<file path="src/rtl/calc_run_ctrl.sv">
// Run sequencer and data-memory port arbiter for one calculator operation.
// Optional CALC_RESULT_LATCH_EN: capture the completing DONE_ADDR write data into result.
module calc_run_ctrl #(
  parameter int unsigned RUN_CYCLES = 200,
  parameter logic [31:0] DONE_ADDR  = 32'd460,
  parameter int unsigned CNT_W      = 16
) (
  input  logic        hz100,
  input  logic        reset,
  input  logic        host_go,
  input  logic        host_clear,
  input  logic        host_req,
  input  logic        host_we,
  input  logic [31:0] host_addr,
  input  logic [31:0] host_wdata,
  output logic        host_gnt,
  output logic        host_rd_valid,
  output logic [31:0] host_rd_data,
  input  logic        cpu_req,
  input  logic        cpu_we,
  input  logic [31:0] cpu_addr,
  input  logic [31:0] cpu_wdata,
  output logic        cpu_gnt,
  output logic        cpu_rd_valid,
  output logic [31:0] cpu_rdata,
  output logic        mem_en,
  output logic        mem_we,
  output logic [31:0] mem_addr,
  output logic [31:0] mem_wdata,
  input  logic [31:0] mem_rdata,
  output logic        cpu_run,
  output logic        busy,
  output logic        done,
  output logic        timeout,
  output logic [31:0] result
);

  typedef enum logic [1:0] {S_IDLE, S_RUN, S_DONE, S_TIMEOUT} state_t;

  state_t             r_state;
  state_t             w_next;
  logic [CNT_W-1:0]   r_cnt;
  logic               r_cpu_run;
  logic               r_host_pend;
  logic               r_cpu_pend;
  logic [31:0]        r_host_data;
  logic               w_in_run;
  logic               w_cpu_gnt;
  logic               w_host_gnt;
  logic               w_done_wr;
  logic               w_last;
  logic               w_start;

  assign w_in_run   = (r_state == S_RUN);
  assign w_cpu_gnt  = w_in_run & cpu_req;
  assign w_host_gnt = host_req & ~w_cpu_gnt;
  assign w_done_wr  = w_cpu_gnt & cpu_we & (cpu_addr == DONE_ADDR);
  assign w_last     = (r_cnt == CNT_W'(RUN_CYCLES - 1));
  assign w_start    = host_go & ~host_clear & ~w_in_run;

  always_comb begin
    w_next = r_state;
    if (host_clear) begin
      w_next = S_IDLE;
    end else begin
      unique case (r_state)
        S_IDLE:    if (host_go) w_next = S_RUN;
        S_RUN: begin
          if (w_done_wr)   w_next = S_DONE;
          else if (w_last) w_next = S_TIMEOUT;
        end
        S_DONE,
        S_TIMEOUT: if (host_go) w_next = S_RUN;
        default:   w_next = S_IDLE;
      endcase
    end
  end

  always_ff @(posedge hz100 or negedge reset) begin
    if (!reset) begin
      r_state   <= S_IDLE;
      r_cnt     <= '0;
      r_cpu_run <= 1'b0;
    end else begin
      r_state   <= w_next;
      r_cpu_run <= (w_next == S_RUN);
      if (w_start)       r_cnt <= '0;
      else if (w_in_run) r_cnt <= r_cnt + 1'b1;
    end
  end

  // Read data returns the cycle after the grant; a clear in that cycle drops it.
  always_ff @(posedge hz100 or negedge reset) begin
    if (!reset) begin
      r_host_pend <= 1'b0;
      r_cpu_pend  <= 1'b0;
      r_host_data <= '0;
    end else begin
      r_host_pend <= w_host_gnt & ~host_we;
      r_cpu_pend  <= w_cpu_gnt & ~cpu_we;
      if (host_rd_valid) r_host_data <= mem_rdata;
    end
  end

  assign host_gnt      = w_host_gnt;
  assign cpu_gnt       = w_cpu_gnt;
  assign host_rd_valid = r_host_pend & ~host_clear;
  assign host_rd_data  = host_rd_valid ? mem_rdata : r_host_data;
  assign cpu_rd_valid  = r_cpu_pend & ~host_clear;
  assign cpu_rdata     = mem_rdata;

  assign mem_en    = w_host_gnt | w_cpu_gnt;
  assign mem_we    = (w_cpu_gnt & cpu_we) | (w_host_gnt & host_we);
  assign mem_addr  = w_cpu_gnt ? cpu_addr  : host_addr;
  assign mem_wdata = w_cpu_gnt ? cpu_wdata : host_wdata;

  assign cpu_run = r_cpu_run;
  assign busy    = w_in_run;
  assign done    = (r_state == S_DONE);
  assign timeout = (r_state == S_TIMEOUT);

`ifdef CALC_RESULT_LATCH_EN
  logic [31:0] r_result;

  always_ff @(posedge hz100 or negedge reset) begin
    if (!reset) begin
      r_result <= '0;
    end else if (host_clear || w_start) begin
      r_result <= '0;
    end else if (w_done_wr) begin
      r_result <= cpu_wdata;
    end
  end

  assign result = r_result;
`else
  assign result = '0;
`endif

endmodule

</file>
<file path="config.mk">
export PLATFORM = sky130hd
export DESIGN_NAME = calc_run_ctrl
export DESIGN_NICKNAME = d
export VERILOG_FILES = /design/src/rtl/calc_run_ctrl.sv
export SDC_FILE = /design/constraint.sdc
export NUM_CORES = 1
export LEC_CHECK = 0
export ABC_CLOCK_PERIOD_IN_PS = 1650
export BUFFER_PORTS_ARGS = -buffer_cell sky130_fd_sc_hd__buf_4
export CAP_MARGIN = 20
export CORE_AREA = 2 2 130 132
export DETAILED_ROUTE_END_ITERATION = 10
export DIE_AREA = 0 0 132 134
export PLACE_DENSITY_LB_ADDON = 0.15
export SYNTH_ARGS = -nofsm -noshare
export SYNTH_HDL_FRONTEND = slang
export SYNTH_SLANG_ARGS = --single-unit
</file>
<file path="constraint.sdc">
create_clock -name hz100 -period 1.65 [get_ports hz100]
set_input_delay 0.0825 -clock hz100 [delete_from_list [all_inputs] [get_ports hz100]]
set_output_delay 0.0825 -clock hz100 [all_outputs]
set_load 0.05 [all_outputs]
</file>
Word level (Yosys, flattened, before mapping). Cells that the tools add are included.

Add/subtract/negate cells: 1. Reductions and logical operators: 3. Multiplexer cells: 10. Eq/ne operators: 6. Bitwise operators: 18.

Operator list (count): 32-bit two-way mux (3); 32-bit by 9-bit == test with 1-bit output (second input constant) (1); 16-bit two-way mux (2); 16-bit by 1-bit adder with 16-bit output (second input constant) (1); 16-bit by 8-bit == test with 1-bit output (second input constant) (1); 1-bit AND (11); 2-bit two-way mux (4); 1-bit NOT (5); 2-bit by 1-bit == test with 1-bit output (second input constant) (2); 2-bit == test (second input constant) (2); 2-bit one-hot mux with 2 select lines (1); 3-bit OR reduction (1); 2-bit logical NOT (1); 1-bit bitwise OR (2); 2-bit nonzero test (1).

Register bits: 53. Word-level logic and storage cells: 44. Output and inout port bits: 170.

Depth between registers and ports, before layout.
Depth after elaboration: 8. Depth in mapped cells: 8. Mapped depth without buffers: 6.

Least setup slack after synthesis. OpenSTA, ideal clock, no wires.

Path type: reg-to-output. Start: reg r_state[1]. End: out mem_addr[22]. Required time: 1.567 ns. Path slack: -0.392 ns. Stages on the path, launching flop included: 9. Buffers on the path: 2. Arrival time: 1.959 ns. Path through: dfrtp_1 > nand2b_1 > buf_6 > inv_2 > nand2_1 > inv_1 > buf_2 > nand2_1 > nand2_1.

Cells in the longest elaborated chain, start to end: 3.

RTL lines: start: declaration (line 40) `state_t r_state;`; start signal: assignment (line 85) `r_state <= w_next;`; 2-bit by 1-bit == test with 1-bit output (line 54) `assign w_in_run = (r_state == S_RUN);`; named net busy (line 32) `output logic busy,`; 1-bit AND (line 55) `assign w_cpu_gnt = w_in_run & cpu_req;`; named net cpu_gnt (line 23) `output logic cpu_gnt,`; 32-bit two-way mux (line 114) `assign mem_addr = w_cpu_gnt ? cpu_addr : host_addr;`; end: declaration (line 28) `output logic [31:0] mem_addr,`.

The timed path passes the listed nets, and every way through them passes these cells.

Final worst setup path.
Start: reg r_state[1]. End: out mem_wdata[26].

Cells in the longest elaborated chain, start to end: 3.

RTL lines: 2-bit by 1-bit == test with 1-bit output (line 54); 1-bit AND (line 55); 32-bit two-way mux (line 115) `assign mem_wdata = w_cpu_gnt ? cpu_wdata : host_wdata;`; end: declaration (line 29) `output logic [31:0] mem_wdata,`.

Every way passes these cells.

==> out/results.tsv <==
stage	metric	value	unit
global_route	first-pass GRT wire length	22100	microns
logic_synthesis	Synth cell types	39	
logic_synthesis	Synth Area per Inst	9.16	sq um
clocking	CTS tree	built	
timing	post-layout min period	1.72	ns
timing	setup clock skew after layout	0.00283	ns
cells_and_area	area delta synth->final	104	%
clocking	CTS sink count	53	
place	IO Port Bufs	305	
detailed_routing	number of iterations in the first detailed-routing pass	4	
clocking	clk_lat worst skew	0.29	ns
detailed_routing	DR DRC count	0	
timing	Slew @ Worst Pin	0.683	ns
cells_and_area	layout cell share with drive strength beyond 1	67.0	%
setup_path	worst r2r path cells	7	
logic_synthesis	yosys warns	0	
logic_synthesis	asr flop ratio synth	100	%
timing	final hold vios	0	
logic_synthesis	top_reg_cell synth	dfrtp_1	
setup_path	crit end category	output pin	
detailed_routing	Vias	3894	
timing	slew margin rel.	54.5	%
setup_path	worst r2r src	r_state[1]$_DFF_PN0_	
clocking	H-Tree Depth	2	
detailed_routing	final WL	15500	microns
detailed_routing	Detail Route Antenna Nets	0	
global_route	initial antenna violation count	0	
cells_and_area	Ant. Diodes	0	
job	max-cap violations	0	
setup_path	data required time of the worst path	1.57	ns
timing	worst setup margin	-0.0674	ns
setup_path	critical-path maximum fanout	5	
setup_path	setup slack, reg-to-reg	0.08	ns
status	failing checks	setup timing	
timing	endpoints failing setup	65	
floorplan	die height	134	microns
floorplan	Ports	338	
status	outcome	finished with violations	
setup_path	Startpoint Class	flip-flop	
power	PwrDens	868	mW/mm^2
logic_synthesis	top-area cell type share of the netlist area	36.8	%
clocking	Inserted Clock Buffers	5	
min_path	hold wc startpoint	mem_rdata[8]	
setup_path	Setup crit start	r_state[1]$_DFF_PN0_	
min_path	Hold EP	r_host_data[8]$_DFF_PN0_	
floorplan	core box area	0.0163	sq mm
global_route	gr usage total	16.0	%
logic_synthesis	flops & latches, synth	53	
logic_synthesis	Synth top cells by count	nand2_1, buf_4, mux2_2, dfrtp_1, buf_2	
floorplan	Die ar.	0.0177	sq mm
timing	Pins Over Slew Limit	0	
setup_path	WS Path Type	flip-flop to output pin	
timing	fmax	582	MHz
timing	unrepaired setup endpoints after global routing	true	
clocking	Clock Tree Root	clkbuf_16	
logic_synthesis	Post-synth EDFFs	0	
timing	period utilization	104	%
place	placed cell areas	0.00605	sq mm
power	VDD IR max	0.429	mV
global_route	gr ovfl total	0	
cells_and_area	nets	874	
detailed_routing	drt wl/cell	16.8	microns
power	Static Leak	3.73	nW
timing	hold_ws	0.0561	ns
clocking	CTS Buffer Depth	2	
place	DP Wirelength	11800	microns
logic_synthesis	most frequent cell after synthesis	nand2_1	
logic_synthesis	register area share after synthesis	36.8	%
timing	total negative slack	-2.02	ns
power	total power draw	6.38	mW
min_path	hold depth	2	
global_route	vias in the first global route	3980	
cells_and_area	Final Cell Area	0.00735	sq mm
place	Place WS	-0.0255	ns
place	GP Congestion	0.845	
setup_path	WP data arrival	1.63	ns
logic_synthesis	Synth Instances	394	
detailed_routing	first-iteration detailed-routing DRC count	78	
logic_synthesis	Synth Cell Area	0.00361	sq mm
logic_synthesis	Area contributors post-synth	dfrtp_1, mux2_2, buf_4	
floorplan	Die W	132	microns
setup_path	Worst R2R End	r_cnt[11]$_DFFE_PN0P_	
floorplan	Initial Util	22.1	%
floorplan	std cell rows	47	
global_route	pin count of the biggest net entering global routing	54	
min_path	worst min path class	primary input to flip-flop	
clocking	CTS clock-pin slew for the worst setup and hold paths	0.06	ns
detailed_routing	vias per cell	4.21	
logic_synthesis	library cell with the largest summed area after synthesis	dfrtp_1	
## what timing repair did
| action | in CTS | in global routing |
|---|---|---|
| endpoints found under the setup margin | 103 | 101 |
| gates resized for setup | 118 | 72 |
| hold endpoints to repair | 55 | 0 |
| setup buffers | 5 | 7 |
| gates cloned | 5 | 7 |
| hold buffers | 3 | 0 |
| pin swaps | 0 | 4 |
## sequential cells by signal (all words and copies together), names as in the netlist
register / count
r_cnt: 16
r_host_data: 32
r_state: 2
r_host_pend: 1
cpu_run: 1
r_cpu_pend: 1
## cells by family (layout without fill, tap and decap cells)
family | count (synthesis) | after routing | synth area share [%]
AO/OA/AOI/OAI | 22 | 22 | 4.72
adder cells (fa/ha/maj) | 1 | 1 | 0.347
buffers and inverters | 84 | 364 | 16.3
flip-flops | 53 | 53 | 36.8
multiplexers | 71 | 71 | 21.9
other | 1 | 32 | 0.104
AND/OR/NAND/NOR | 162 | 163 | 19.9
## metrics by stage
stage | instances | utilization, %
after floorplan | 425 | -
after global placement | 891 | 37.2
after detailed placement | 891 | 37.2
after CTS | 912 | 42.2
after global routing | 926 | 45.1
final | 926 | 45.1
## layout by cell type (no fill, tap or decap), drive strengths merged, types with 2 or more instances in the layout
cell type and instances:
conb 32, o21ai 8, o41ai 2, nor2b 5
buf 343, o31ai 2, clkbuf 13, nand3 9
inv 3, mux2i 7, o211ai 2, mux2 64
nor4 7, dlygate4sd3 3, a31oi 2, nor2 7
nand2b 2, dfrtp 53, nand4 6, nand2 115
and2 2, nor3 4
## worst max path at each step
stage / endpoint / slack (ns)
after CTS: mem_wdata[5] / -0.11
final: mem_wdata[26] / -0.07
after floorplan: mem_addr[10] / 0.007
after global placement: mem_wdata[2] / 0.01
after global routing: mem_addr[8] / -0.13
after detailed placement: mem_wdata[26] / -0.03
## worst max-delay path, cell delays in order (launching register included)
cell and delay [ns]:
dfrtp_1 0.37, nand2b_4 0.17, inv_6 0.08, nand2_8 0.09, clkbuf_16 0.17, mux2_4 0.31
buf_6 0.15
## power by group
group / leakage, nW / switching [mW] / internal [mW]
Sequential: 0.666 / 0.0612 / 1.49
Combinational: 2.99 / 2.19 / 1.56
Clock: 0.0799 / 0.443 / 0.643
Total: 3.73 / 2.69 / 3.69
## area by class of cell
type	count	area (sq um)
inverters	3	21.3
fillers	1561	8940
multi-input cells	289	2130
well taps	220	275
repair buffers	353	3440
flip-flops and latches	53	1330
clock buffers	7	153
clock inverters	1	5.00
## layer usage
| metal | track usage, % | share of wire, % |
|---|---|---|
| met5 | 0 | 0 |
| met4 | 3.93 | 1.3 |
| met3 | 4.50 | 8.0 |
| met2 | 28.2 | 50 |
| met1 | 19.1 | 41 |
No activity file was read; power rests on OpenSTA's default activity.
